`config.mk`:
```
export PLATFORM = sky130hd
export DESIGN_NAME = lvdc_serial_capture
export DESIGN_NICKNAME = d
export VERILOG_FILES = /design/src/rtl/lvdc_capture_pkg.sv /design/src/rtl/lvdc_sync_edge.sv /design/src/rtl/lvdc_serial_capture.sv
export SDC_FILE = /design/constraint.sdc
export NUM_CORES = 1
export LEC_CHECK = 0
export BUFFER_PORTS_ARGS = -buffer_cell sky130_fd_sc_hd__buf_2
export CAP_MARGIN = 5
export CORE_MARGIN = 2
export CORE_UTILIZATION = 55
export DETAILED_ROUTE_END_ITERATION = 8
export PLACE_DENSITY = 0.73
export SKIP_LAST_GASP = 1
export SLEW_MARGIN = 20
export SYNTH_ARGS = -nofsm -noshare
export SYNTH_HDL_FRONTEND = slang
export SYNTH_SLANG_ARGS = --single-unit
```
`constraint.sdc`:
```
create_clock -name SIM_CLK -period 2.5 [get_ports SIM_CLK]
set_clock_uncertainty 0.15 [all_clocks]
set_input_delay 0.375 -clock SIM_CLK [delete_from_list [all_inputs] [get_ports SIM_CLK]]
set_output_delay 0.375 -clock SIM_CLK [all_outputs]
set_load 0.02 [all_outputs]
```
`src/rtl/lvdc_capture_pkg.sv`:
```
// Shared state type, parameter defaults and counter width for the LVDC serial capture block.
// The PAR state is present only when LVDC_CAPTURE_PARITY_EN is defined.
package lvdc_capture_pkg;

  localparam int WIDTH_DEF     = 26;
  localparam int NCH_DEF       = 1;
  localparam int LEAD_DEF      = 1;
  localparam int MSB_FIRST_DEF = 1;

  // Wide enough for LEAD (max 15) and any WIDTH up to 255
  localparam int CNT_W = 8;

`ifdef LVDC_CAPTURE_PARITY_EN
  typedef enum logic [1:0] {
    ST_IDLE  = 2'd0,
    ST_LEAD  = 2'd1,
    ST_SHIFT = 2'd2,
    ST_PAR   = 2'd3
  } state_t;
`else
  typedef enum logic [1:0] {
    ST_IDLE  = 2'd0,
    ST_LEAD  = 2'd1,
    ST_SHIFT = 2'd2
  } state_t;
`endif

endpackage

```
`src/rtl/lvdc_sync_edge.sv`:
```
// Two-flop synchronizer for the bundled strobe/frame/data lines plus strobe and frame-start detection.
// Keeping all lines in one register vector preserves their relative alignment.
module lvdc_sync_edge #(
  parameter int NCH = 1
) (
  input  logic           clk,
  input  logic           srst,
  input  logic           sclk,
  input  logic           frame,
  input  logic [NCH-1:0] sdata,
  output logic           strobe,
  output logic           frame_start,
  output logic [NCH-1:0] data
);

  localparam int W = NCH + 2;

  logic [W-1:0] meta_reg;
  logic [W-1:0] sync_reg;
  logic         sclk_prev_reg;
  logic         frame_prev_reg;

  always_ff @(posedge clk) begin
    if (srst) begin
      meta_reg       <= '0;
      sync_reg       <= '0;
      sclk_prev_reg  <= 1'b0;
      frame_prev_reg <= 1'b0;
    end else begin
      meta_reg      <= {sdata, frame, sclk};
      sync_reg      <= meta_reg;
      sclk_prev_reg <= sync_reg[0];
      // FRAME history only advances on strobe events, so a rise is judged strobe-to-strobe
      if (strobe) frame_prev_reg <= sync_reg[1];
    end
  end

  assign strobe      = sync_reg[0] & ~sclk_prev_reg;
  assign frame_start = strobe & sync_reg[1] & ~frame_prev_reg;
  assign data        = sync_reg[W-1:2];

endmodule

```
`src/rtl/lvdc_serial_capture.sv`:
```
// Multi-channel serial word capture with frame alignment, ready/valid output and overrun flag.
// Optional odd-parity check per channel is enabled by defining LVDC_CAPTURE_PARITY_EN.
module lvdc_serial_capture
  import lvdc_capture_pkg::*;
#(
  parameter int WIDTH     = WIDTH_DEF,
  parameter int NCH       = NCH_DEF,
  parameter int LEAD      = LEAD_DEF,
  parameter int MSB_FIRST = MSB_FIRST_DEF
) (
  input  logic                 SIM_CLK,
  input  logic                 SIM_RST,
  input  logic                 SCLK,
  input  logic                 FRAME,
  input  logic [NCH-1:0]       SDATA,
  output logic [NCH*WIDTH-1:0] WORD,
  output logic                 WORD_VALID,
  input  logic                 WORD_READY,
  output logic                 BUSY,
  output logic                 OVERRUN,
  output logic [NCH-1:0]       PAR_ERR
);

  logic           strobe;
  logic           frame_start;
  logic [NCH-1:0] sdata_s;

  lvdc_sync_edge #(.NCH(NCH)) u_sync_edge (
    .clk         (SIM_CLK),
    .srst        (SIM_RST),
    .sclk        (SCLK),
    .frame       (FRAME),
    .sdata       (SDATA),
    .strobe      (strobe),
    .frame_start (frame_start),
    .data        (sdata_s)
  );

  state_t                 state_reg, state_next;
  logic [CNT_W-1:0]       cnt_reg, cnt_next;
  logic [NCH*WIDTH-1:0]   shift_reg, shift_next, shifted;
  logic [NCH*WIDTH-1:0]   word_reg;
  logic                   valid_reg;
  logic                   overrun_reg;
  logic                   complete;

  // Per-channel shift: MSB-first shifts left, LSB-first shifts right from the top
  for (genvar gi = 0; gi < NCH; gi++) begin : g_ch
    logic [WIDTH-1:0] cur;
    assign cur = shift_reg[gi*WIDTH +: WIDTH];
    if (MSB_FIRST != 0) begin : g_msb
      assign shifted[gi*WIDTH +: WIDTH] = (cur << 1) | WIDTH'(sdata_s[gi]);
    end else begin : g_lsb
      assign shifted[gi*WIDTH +: WIDTH] = (cur >> 1) | (WIDTH'(sdata_s[gi]) << (WIDTH - 1));
    end
  end

  always_comb begin
    state_next = state_reg;
    cnt_next   = cnt_reg;
    shift_next = shift_reg;
    complete   = 1'b0;
    if (strobe) begin
      if (frame_start) begin
        shift_next = '0;
        if (LEAD > 0) begin
          state_next = ST_LEAD;
          cnt_next   = CNT_W'(LEAD);
        end else begin
          state_next = ST_SHIFT;
          cnt_next   = CNT_W'(WIDTH);
        end
      end else begin
        case (state_reg)
          ST_LEAD: begin
            if (cnt_reg == CNT_W'(1)) begin
              state_next = ST_SHIFT;
              cnt_next   = CNT_W'(WIDTH);
            end else begin
              cnt_next = cnt_reg - CNT_W'(1);
            end
          end
          ST_SHIFT: begin
            shift_next = shifted;
            if (cnt_reg == CNT_W'(1)) begin
              cnt_next = '0;
`ifdef LVDC_CAPTURE_PARITY_EN
              state_next = ST_PAR;
`else
              state_next = ST_IDLE;
              complete   = 1'b1;
`endif
            end else begin
              cnt_next = cnt_reg - CNT_W'(1);
            end
          end
`ifdef LVDC_CAPTURE_PARITY_EN
          ST_PAR: begin
            state_next = ST_IDLE;
            complete   = 1'b1;
          end
`endif
          default: ;
        endcase
      end
    end
  end

  always_ff @(posedge SIM_CLK) begin
    if (SIM_RST) begin
      state_reg   <= ST_IDLE;
      cnt_reg     <= '0;
      shift_reg   <= '0;
      word_reg    <= '0;
      valid_reg   <= 1'b0;
      overrun_reg <= 1'b0;
    end else begin
      state_reg <= state_next;
      cnt_reg   <= cnt_next;
      shift_reg <= shift_next;
      if (complete) begin
        word_reg  <= shift_next;
        valid_reg <= 1'b1;
        if (valid_reg && !WORD_READY) overrun_reg <= 1'b1;
      end else if (WORD_READY) begin
        valid_reg <= 1'b0;
      end
    end
  end

`ifdef LVDC_CAPTURE_PARITY_EN
  logic [NCH-1:0] par_bad;
  logic [NCH-1:0] par_err_reg;

  // In PAR the shift register holds the full word and the synchronized data is the parity bit
  for (genvar gi = 0; gi < NCH; gi++) begin : g_par
    assign par_bad[gi] = ~(^shift_reg[gi*WIDTH +: WIDTH] ^ sdata_s[gi]);
  end

  always_ff @(posedge SIM_CLK) begin
    if (SIM_RST) begin
      par_err_reg <= '0;
    end else if (complete) begin
      par_err_reg <= par_bad;
    end
  end

  assign PAR_ERR = par_err_reg;
`else
  assign PAR_ERR = '0;
`endif

  assign WORD       = word_reg;
  assign WORD_VALID = valid_reg;
  assign OVERRUN    = overrun_reg;
  assign BUSY       = (state_reg != ST_IDLE);

endmodule

```
==> flow_summary.toml <==
[status]
status = "completed"

[global_route]
antenna_found_initial = 0
met3_usage = 0.0442
use_met2 = 0.275
grtUsageTotal = 0.187
grt_max_degree = 55
overflow = 0
busiest_layer = "met2"
grt_use_met1 = 0.246
grt_pass1_vias = 1834
grt_pass1_wl_um = 7960

[timing]
report.final.setup_viol = 0
setup_slack_ns = 0.238
holdWs_ns = 0.101
final-max-slew-violation-count = 0
worst_pin_slew_ns = 1.02
grt_setup_unrepaired = "no"
fmax_mhz = 442
min_period_over_period = 0.905
fin_setup_tns_ns = 0
period_minus_slack_ns = 2.26
max_slew_margin = 0.319
hold_viol_final = 0

[clocking]
cts_buffers = 9
cts_tree = "built"
post_cts_buffers = 0
htree_levels = 3
cts.sinks = 72
path_clk_slew_ns = 0.07
cts_root_buffer = "clkbuf_8"
clockBufferDepth = 2
clk_latency_ns = 0.34

[routing]
wl_per_cell_um = 12.9
postRouteWirelength_um = 4820
viasPerCell = 5.40
num_vias = 2013
firstDrtPassIters = 4
drtAntennaViolNets = 0
dr.first_iter.drc_count = 136
drc_errors = 0

[critical_path]
crit_path_start = "cnt_reg[0]"
reg2reg_to = "WORD[5]"
rrSetupSlack_ns = 0.24
r2r_cells = 6
critPathCapture = "WORD[5]"
cp-end-kind = "flop"
cp_data_arrival_time_ns = 2.37
path_class = "reg -> reg"
worstPathRequired_ns = 2.61
start_kind = "flop"
timing.rr.start = "cnt_reg[0]"
path_max_fanout = 54

[logic_synthesis]
synthArstFlopShare = 0
synth-edff-count = 0
ys_ff_latch = 72
avgSynthCellArea_um2 = 10.1
yosysWarnings = 0
seq_area_frac_synth = 0.523
synthFlopType = "dfxtp_1"
synth_top_area_frac = 0.523
yosysTopAreaCell = "dfxtp_1"
synth_cells = 273
ys_types = 46
synth_area_leaders = "dfxtp_1, a211oi_2, nor2_1, a22oi_1, nor2b_1"
syn_nets = 281
yosysMostFrequentCell = "dfxtp_1"
synth_common_cells = "dfxtp_1, nor2_1, a22oi_1"
synth_area_um2 = 2760

[place]
place.gp.congestion = 0.778
place_inst = 357
dp_slack_ns = 0.198
hpwl_um = 3080
portBuffers = 34
place_area_um2 = 2930

[power]
totalPowerFinal_mw = 2.00
ir_drop_mv = 0.481
leakagePower_nw = 1.16
p_per_area_nw_per_um2 = 644

[final_layout]
final_layout_size_suffix_gt1_frac = 0.271
num-fill-cells = 408
diodes = 0
final_util = 0.650
layout.nets = 309
layout.cells.non_filler = 373
area_delta_synth_final_pct = 12.7
design_area_um2 = 3110

[die]
start_util = 0.576
dieArea_um2 = 5600
boundaryPins = 36
core_um2 = 4790
num_rows = 25
die_h_um = 74.8
die_width_um = 74.8

[flow_run]
maxCapViolCount = 0

[worst_hold_path]
hold_path_class = "in -> reg"
routing by layer:
layer	wire length, µm	share of wire
met1	2370	0.49
met2	2150	0.45
met3	191	0.040
met4	113	0.023
met5	0	0
power breakdown:
part | internal [mW] | switching (mW)
Clock | 0.379 | 0.414
Combinational | 0.0158 | 0.0355
Sequential | 1.15 | 0.00402
cells by family (layout without fill, tap and decap cells):
group,after synthesis,after routing,synth area share
simple gates,93,93,0.161
compound gates,76,76,0.241
flops,72,72,0.523
buf+inv,25,58,0.0513
xor+xnor,3,3,0.00953
fa+ha+maj,2,2,0.00907
other cells,1,1,0.00136
mux,1,1,0.00363
placed cells by master, fill, tap and decap left out, drive strengths merged, types with 3 or more instances in the layout:
master  count
dfxtp      72
nor2       58
buf        38
a22oi      27
a211oi     26
nor2b      12
clkbuf     10
nand2       8
a21oi       6
o21ai       5
inv         4
clkinv      4
xor2        3
worst max-delay path: stages, from the launching register on:
cell      delay (ns)
dfxtp_1         0.44
ha_1            0.18
nor3b_1         0.52
and4b_2         0.35
buf_12          0.27
nor2_1          0.08
a211oi_2        0.19
cell type report:
type	count	area, µm²	share of cell area
sequential	72	1440	0.464
multi-input combinational	176	1180	0.381
timing repair buffer	38	213	0.0684
clock buffer	10	138	0.0443
tap	67	83.8	0.0270
clock inverter	6	35.0	0.0113
inverter	4	15.0	0.00483
how the worst min path moves through the flow:
| stage | to | startpoint | slack, ns | cells after the start |
|---|---|---|---|---|
| finish | u_sync_edge.meta_reg[1] | FRAME | 0.10 | 2 |
| global placement | u_sync_edge.sync_reg[2] | u_sync_edge.meta_reg[2] | 0.27 | 1 |
| detailed placement | u_sync_edge.sync_reg[2] | u_sync_edge.meta_reg[2] | 0.28 | 1 |
| floorplan | u_sync_edge.sync_reg[0] | u_sync_edge.meta_reg[0] | 0.26 | 1 |
| global route | u_sync_edge.meta_reg[1] | FRAME | 0.09 | 2 |
| CTS | u_sync_edge.meta_reg[1] | FRAME | 0.08 | 2 |
what timing repair did:
action,in CTS,in global routing
hold buffers,0,0
endpoints found under the hold margin,0,0
setup endpoints to repair,0,26
gates resized for setup,0,1
Power figures use the tool's default switching activity.
